**src/rtl/seq_detector_param_if.sv**
```systemverilog
// Serial detector bundle: bit stream + config strobe in, Mealy match/count/status out.
// No handshake back-pressure: the detector accepts a bit whenever en is high.
interface seq_detector_param_if #(
  parameter int MAX_LEN = 8,
  parameter int LEN_W   = 4,
  parameter int CNT_W   = 8
);
  logic               en;
  logic               din;
  logic               cfg_load;
  logic [MAX_LEN-1:0] pattern;
  logic [LEN_W-1:0]   pat_len;
  logic               overlap;
  logic               dout;
  logic               dout_q;
  logic [CNT_W-1:0]   match_cnt;
  logic               cnt_sat;
  logic               cfg_err;

  modport master (
    output en, din, cfg_load, pattern, pat_len, overlap,
    input  dout, dout_q, match_cnt, cnt_sat, cfg_err
  );

  modport slave (
    input  en, din, cfg_load, pattern, pat_len, overlap,
    output dout, dout_q, match_cnt, cnt_sat, cfg_err
  );
endinterface

```
**src/rtl/seq_detector_param.sv**
```systemverilog
// Programmable serial pattern detector; dout is Mealy (0 cycles), dout_q 1 cycle later.
// No back-pressure: en=0 freezes history/count, cfg_load pre-empts the bit in that cycle.
module seq_detector_param #(
  parameter int                 MAX_LEN = 8,
  parameter int                 LEN_W   = 4,
  parameter int                 CNT_W   = 8,
  parameter logic [MAX_LEN-1:0] DEF_PAT = MAX_LEN'(8'b0000_1011),
  parameter logic [LEN_W-1:0]   DEF_LEN = LEN_W'(4)
) (
  input  logic                clk,
  input  logic                rst,
  seq_detector_param_if.slave sif
);

  typedef struct packed {
    logic [MAX_LEN-1:0] pat;
    logic [LEN_W-1:0]   len;
    logic               ovl;
  } cfg_t;

  cfg_t               cfg_reg;
  // The oldest pattern bit is always din's MAX_LEN-1 predecessor, so one bit less is stored.
  logic [MAX_LEN-2:0] hist;
  logic [LEN_W-1:0]   fill;
  logic [CNT_W-1:0]   match_cnt;
  logic               dout_q;
  logic               cfg_err;

  logic [MAX_LEN-1:0] cand;
  logic [MAX_LEN-1:0] len_mask;
  logic               pat_hit;
  logic               fill_ok;
  logic               len_ok;
  logic               dout_c;
  logic               cnt_full;
  logic [LEN_W-1:0]   fill_inc;

  assign cand = {hist, sif.din};

  always_comb begin
    len_mask = '0;
    for (int i = 0; i < MAX_LEN; i++) begin
      len_mask[i] = (i < int'(cfg_reg.len));
    end
  end

  assign pat_hit  = ((cand ^ cfg_reg.pat) & len_mask) == '0;
  // fill >= len-1, written without the subtraction so it cannot underflow.
  assign fill_ok  = ({1'b0, fill} + (LEN_W+1)'(1)) >= {1'b0, cfg_reg.len};
  assign len_ok   = (sif.pat_len != '0) && (int'(sif.pat_len) <= MAX_LEN);
  assign dout_c   = rst & sif.en & ~sif.cfg_load & fill_ok & pat_hit;
  assign cnt_full = &match_cnt;
  assign fill_inc = (fill == LEN_W'(MAX_LEN)) ? fill : fill + LEN_W'(1);

  always_ff @(posedge clk or negedge rst) begin
    if (!rst) begin
      cfg_reg.pat <= DEF_PAT;
      cfg_reg.len <= DEF_LEN;
      cfg_reg.ovl <= 1'b1;
      hist        <= '0;
      fill        <= '0;
      match_cnt   <= '0;
      dout_q      <= 1'b0;
      cfg_err     <= 1'b0;
    end else begin
      dout_q <= dout_c;
      if (sif.cfg_load) begin
        if (len_ok) begin
          cfg_reg.pat <= sif.pattern;
          cfg_reg.len <= sif.pat_len;
          cfg_reg.ovl <= sif.overlap;
          hist        <= '0;
          fill        <= '0;
          match_cnt   <= '0;
        end else begin
          cfg_err <= 1'b1;
        end
      end else if (sif.en) begin
        hist <= cand[MAX_LEN-2:0];
        if (dout_c && !cfg_reg.ovl) begin
          fill <= '0;
        end else begin
          fill <= fill_inc;
        end
        if (dout_c && !cnt_full) begin
          match_cnt <= match_cnt + CNT_W'(1);
        end
      end
    end
  end

  assign sif.dout      = dout_c;
  assign sif.dout_q    = dout_q;
  assign sif.match_cnt = match_cnt;
  assign sif.cnt_sat   = cnt_full;
  assign sif.cfg_err   = cfg_err;

endmodule

```
**src/flat_wrapper.sv**
```systemverilog
// flat-port wrapper written by rule: the top's interface ports become plain ports
module seq_detector_param_flat 
#(
  parameter int                 MAX_LEN = 8,
  parameter int                 LEN_W   = 4,
  parameter int                 CNT_W   = 8,
  parameter logic [MAX_LEN-1:0] DEF_PAT = MAX_LEN'(8'b0000_1011),
  parameter logic [LEN_W-1:0]   DEF_LEN = LEN_W'(4)
)
  (clk, rst, sif_en, sif_din, sif_cfg_load, sif_pattern, sif_pat_len, sif_overlap, sif_dout, sif_dout_q, sif_match_cnt, sif_cnt_sat, sif_cfg_err);
  seq_detector_param_if #(.MAX_LEN(MAX_LEN), .LEN_W(LEN_W), .CNT_W(CNT_W)) sif_i ();
  input  logic clk;
  input  logic rst;
  input wire logic [$bits(sif_i.en)-1:0] sif_en;
  input wire logic [$bits(sif_i.din)-1:0] sif_din;
  input wire logic [$bits(sif_i.cfg_load)-1:0] sif_cfg_load;
  input wire logic [$bits(sif_i.pattern)-1:0] sif_pattern;
  input wire logic [$bits(sif_i.pat_len)-1:0] sif_pat_len;
  input wire logic [$bits(sif_i.overlap)-1:0] sif_overlap;
  output wire logic [$bits(sif_i.dout)-1:0] sif_dout;
  output wire logic [$bits(sif_i.dout_q)-1:0] sif_dout_q;
  output wire logic [$bits(sif_i.match_cnt)-1:0] sif_match_cnt;
  output wire logic [$bits(sif_i.cnt_sat)-1:0] sif_cnt_sat;
  output wire logic [$bits(sif_i.cfg_err)-1:0] sif_cfg_err;
  assign sif_i.en = sif_en;
  assign sif_i.din = sif_din;
  assign sif_i.cfg_load = sif_cfg_load;
  assign sif_i.pattern = sif_pattern;
  assign sif_i.pat_len = sif_pat_len;
  assign sif_i.overlap = sif_overlap;
  assign sif_dout = sif_i.dout;
  assign sif_dout_q = sif_i.dout_q;
  assign sif_match_cnt = sif_i.match_cnt;
  assign sif_cnt_sat = sif_i.cnt_sat;
  assign sif_cfg_err = sif_i.cfg_err;
  seq_detector_param #(.MAX_LEN(MAX_LEN), .LEN_W(LEN_W), .CNT_W(CNT_W), .DEF_PAT(DEF_PAT), .DEF_LEN(DEF_LEN)) u_core (.clk(clk), .rst(rst), .sif(sif_i));
endmodule
```
**config.mk**
```make
export PLATFORM = sky130hd
export DESIGN_NAME = seq_detector_param_flat
export DESIGN_NICKNAME = d
export VERILOG_FILES = /design/src/rtl/seq_detector_param_if.sv /design/src/rtl/seq_detector_param.sv /design/src/flat_wrapper.sv
export SDC_FILE = /design/constraint.sdc
export NUM_CORES = 1
export LEC_CHECK = 0
export ABC_AREA = 0
export BUFFER_PORTS_ARGS = -buffer_cell sky130_fd_sc_hd__buf_2
export CORE_AREA = 3 3 62 64
export DETAILED_ROUTE_END_ITERATION = 10
export DIE_AREA = 0 0 65 67
export PLACE_DENSITY = 0.73
export SYNTH_ARGS = -nofsm -noshare
export SYNTH_HDL_FRONTEND = slang
export SYNTH_SLANG_ARGS = --single-unit
```
**constraint.sdc**
```tcl
create_clock -name clk -period 5.28 [get_ports clk]
set_input_delay 0.528 -clock clk [delete_from_list [all_inputs] [get_ports clk]]
set_output_delay 0.528 -clock clk [all_outputs]
set_load 0.02 [all_outputs]
```
==> flow_summary.toml <==
[status]
status = "completed"

[floorplanning]
die_width_um = 65
die_area_um2 = 4360
die_h_um = 67
row_count = 21
initial_core_util = 0.541
core_area_um2 = 3340
pin_count = 30

[sta]
report.final.slew_viol_count = 0
max_freq_mhz = 337
final_hold_viol_count = 0
finalCriticalPeriod_ps = 2970
relSlewSlack = 0.499
setup_viol = 0
final.period_utilization = 0.562
worst_pin_slew_ps = 752
finalClockSkew_ps = 10.7
fin_tns_setup_ps = 0
rsz0062_at_grt = "no"

[setup_path]
required_ps = 4750
r2r-start = "u_core.fill[0]"
r2r_slack_ps = 2590
cp_top_family = "adder cells"
path_max_fanout = 8
max_stage_delay_ps = 450
crit_buf_inv = 2
worst_setup_path_start_kind = "flop"
crit_path_end_kind = "output pin"
ff2ff_path_depth = 8
slowest_stage = "dfrtp_1"
crit_arrival_ps = 2440
r2r_end = "u_core.sif.match_cnt[7]"
worstSetupPathType = "flop to output pin"
path_cells = "ha_1 -> xor2_1 -> ha_1 -> o21ai_0 -> o21ai_0 -> nand3_1 -> inv_1 -> buf_2"

[logic_synthesis]
synthTopCellsByCount = "nand2_1, dfrtp_1, o21ai_0, inv_1, xnor2_1"
syn_area_per_cell_um2 = 8.81
seq_area_frac_synth = 0.474
yosys.area.top_type_share = 0.402
synth_area_um2 = 1810
yosysTopAreaCell = "dfrtp_1"
synth_edf_count = 0
async_flop_share = 1.00
synth.net_count = 230
netlist_top_cells_area = "dfrtp_1, nand2_1, dfstp_2"
synth_flop_cell = "dfrtp_1"
ys_ff_latch = 34
synth_cells = 205
yosys_warnings = 0
ys_types = 37
yosysMostFrequentCell = "nand2_1"

[global_route]
antenna_found_initial = 0
grt.total_usage = 0.201
grt_max_degree = 36
grt_pass1_wl_mm = 6.53
grt_pass1_vias = 1389
gr-total-overflow = 0

[layout]
fin_nets = 260
fillers = 303
antenna_cells = 0
largest_register_ffs = 13
area_delta_synth_final_pct = 13.0
fin_cells = 282
drive_gt1_frac = 0.186

[run]
cap_violations = 0

[clock_network]
numCtsBuffers = 5
cts_buffer_depth = 2
clk_pin_slew_ps = 100
clock_latency_ps = 340
hold_buffers = 0
cts_tree = "built"
post_cts_resized = 0
h-tree-depth = 2
clock_sinks = 34
clock-root-buffer = "clkbuf_4"
cts_setup_buffers = 0

[routing]
wl_per_cell_um = 13.6
drt-pass1-iter-count = 4
dr.first_iter.drc_count = 87
num_vias = 1532
wl_mm = 3.82
drcViolationCount = 0
vias_per_cell = 5.43
antenna_left = 0

[worst_hold_path]
hp-class = "input port to asynchronous set/reset pin"

[place]
dpl.cell_count = 274
dp_hpwl_mm = 2.75
numPortBuffers = 29
place.gp.congestion = 0.846

[power_and_ir_drop]
ir_worst_vdd_v = 0.000140
cellLeakagePower_nw = 0.966
powerDensity_nw_per_um2 = 307
[worst max-delay path by stage]
stage | from | to | slack [ps] | depth (start not counted)
after floorplan | u_core.fill[0] | sif_dout | 2990 | 7
final | u_core.fill[0] | sif_dout | 2310 | 8
after CTS | u_core.fill[0] | sif_dout | 2290 | 8
after global routing | u_core.fill[0] | sif_dout | 2140 | 8
after global placement | sif_cfg_load | u_core.sif.match_cnt[7] | 2400 | 7
after detailed placement | sif_cfg_load | u_core.sif.match_cnt[7] | 2300 | 7
[cell usage in the layout, fill, tap and decap left out, types with 2 or more instances in the layout]
master	n
dfstp_2	5
xor2_1	2
o21ai_1	2
nor2_1	4
dfrtp_1	29
o22ai_1	3
a21oi_1	8
clkbuf_1	3
buf_2	29
clkbuf_4	5
or4_1	4
o211ai_1	4
nand2_1	57
or3_1	2
o21ai_0	20
inv_1	11
nand3_1	8
xnor2_1	9
o31ai_1	3
and4_1	2
nand2b_1	2
ha_1	7
[area by class of cell]
cell class | instances | area (µm²) | share of cell area
multi-input cells | 153 | 885 | 0.433
flip-flops and latches | 34 | 857 | 0.420
repair buffers | 30 | 153 | 0.0748
well taps | 46 | 57.6 | 0.0282
clock buffers | 8 | 48.8 | 0.0239
inverters | 11 | 41.3 | 0.0202
[routing by layer]
| metal | wire length, µm | GRT usage | up-vias | share of wire |
|---|---|---|---|---|
| met5 | 0 | 0 | - | 0 |
| met4 | 48 | 0.0633 | 0 | 0.013 |
| met3 | 233 | 0.0607 | 5 | 0.061 |
| met2 | 1700 | 0.296 | 47 | 0.44 |
| met1 | 1850 | 0.282 | 714 | 0.48 |
| li1 | - | - | 766 | - |
[per-stage QoR]
step	utilization	total power, mW	area [µm²]	hold slack [ps]	worst slack (ps)
2_1_floorplan	-	0.443	1810	232	2990
3_3_place_gp	0.597	0.490	1990	458	2400
3_5_place_dp	0.597	0.493	1990	463	2300
4_1_cts	0.612	0.631	2040	265	2290
5_1_grt	0.612	0.674	2040	286	2140
6_report	0.612	0.626	2040	245	2310
[where the power goes]
part	switching [mW]	internal (mW)	leakage [nW]
clock	0.0852	0.0531	0.0265
combinational	0.0922	0.0684	0.504
sequential	0.0324	0.295	0.435
total	0.210	0.417	0.966
[cells by family after synthesis]
logic type,count (synthesis),share of synthesized area
buf+inv,18,0.0381
fa+ha+maj,7,0.0485
mux,2,0.0111
xor+xnor,11,0.0533
compound gates,48,0.163
simple gates,85,0.211
flops,34,0.474
Power figures use the tool's default switching activity.
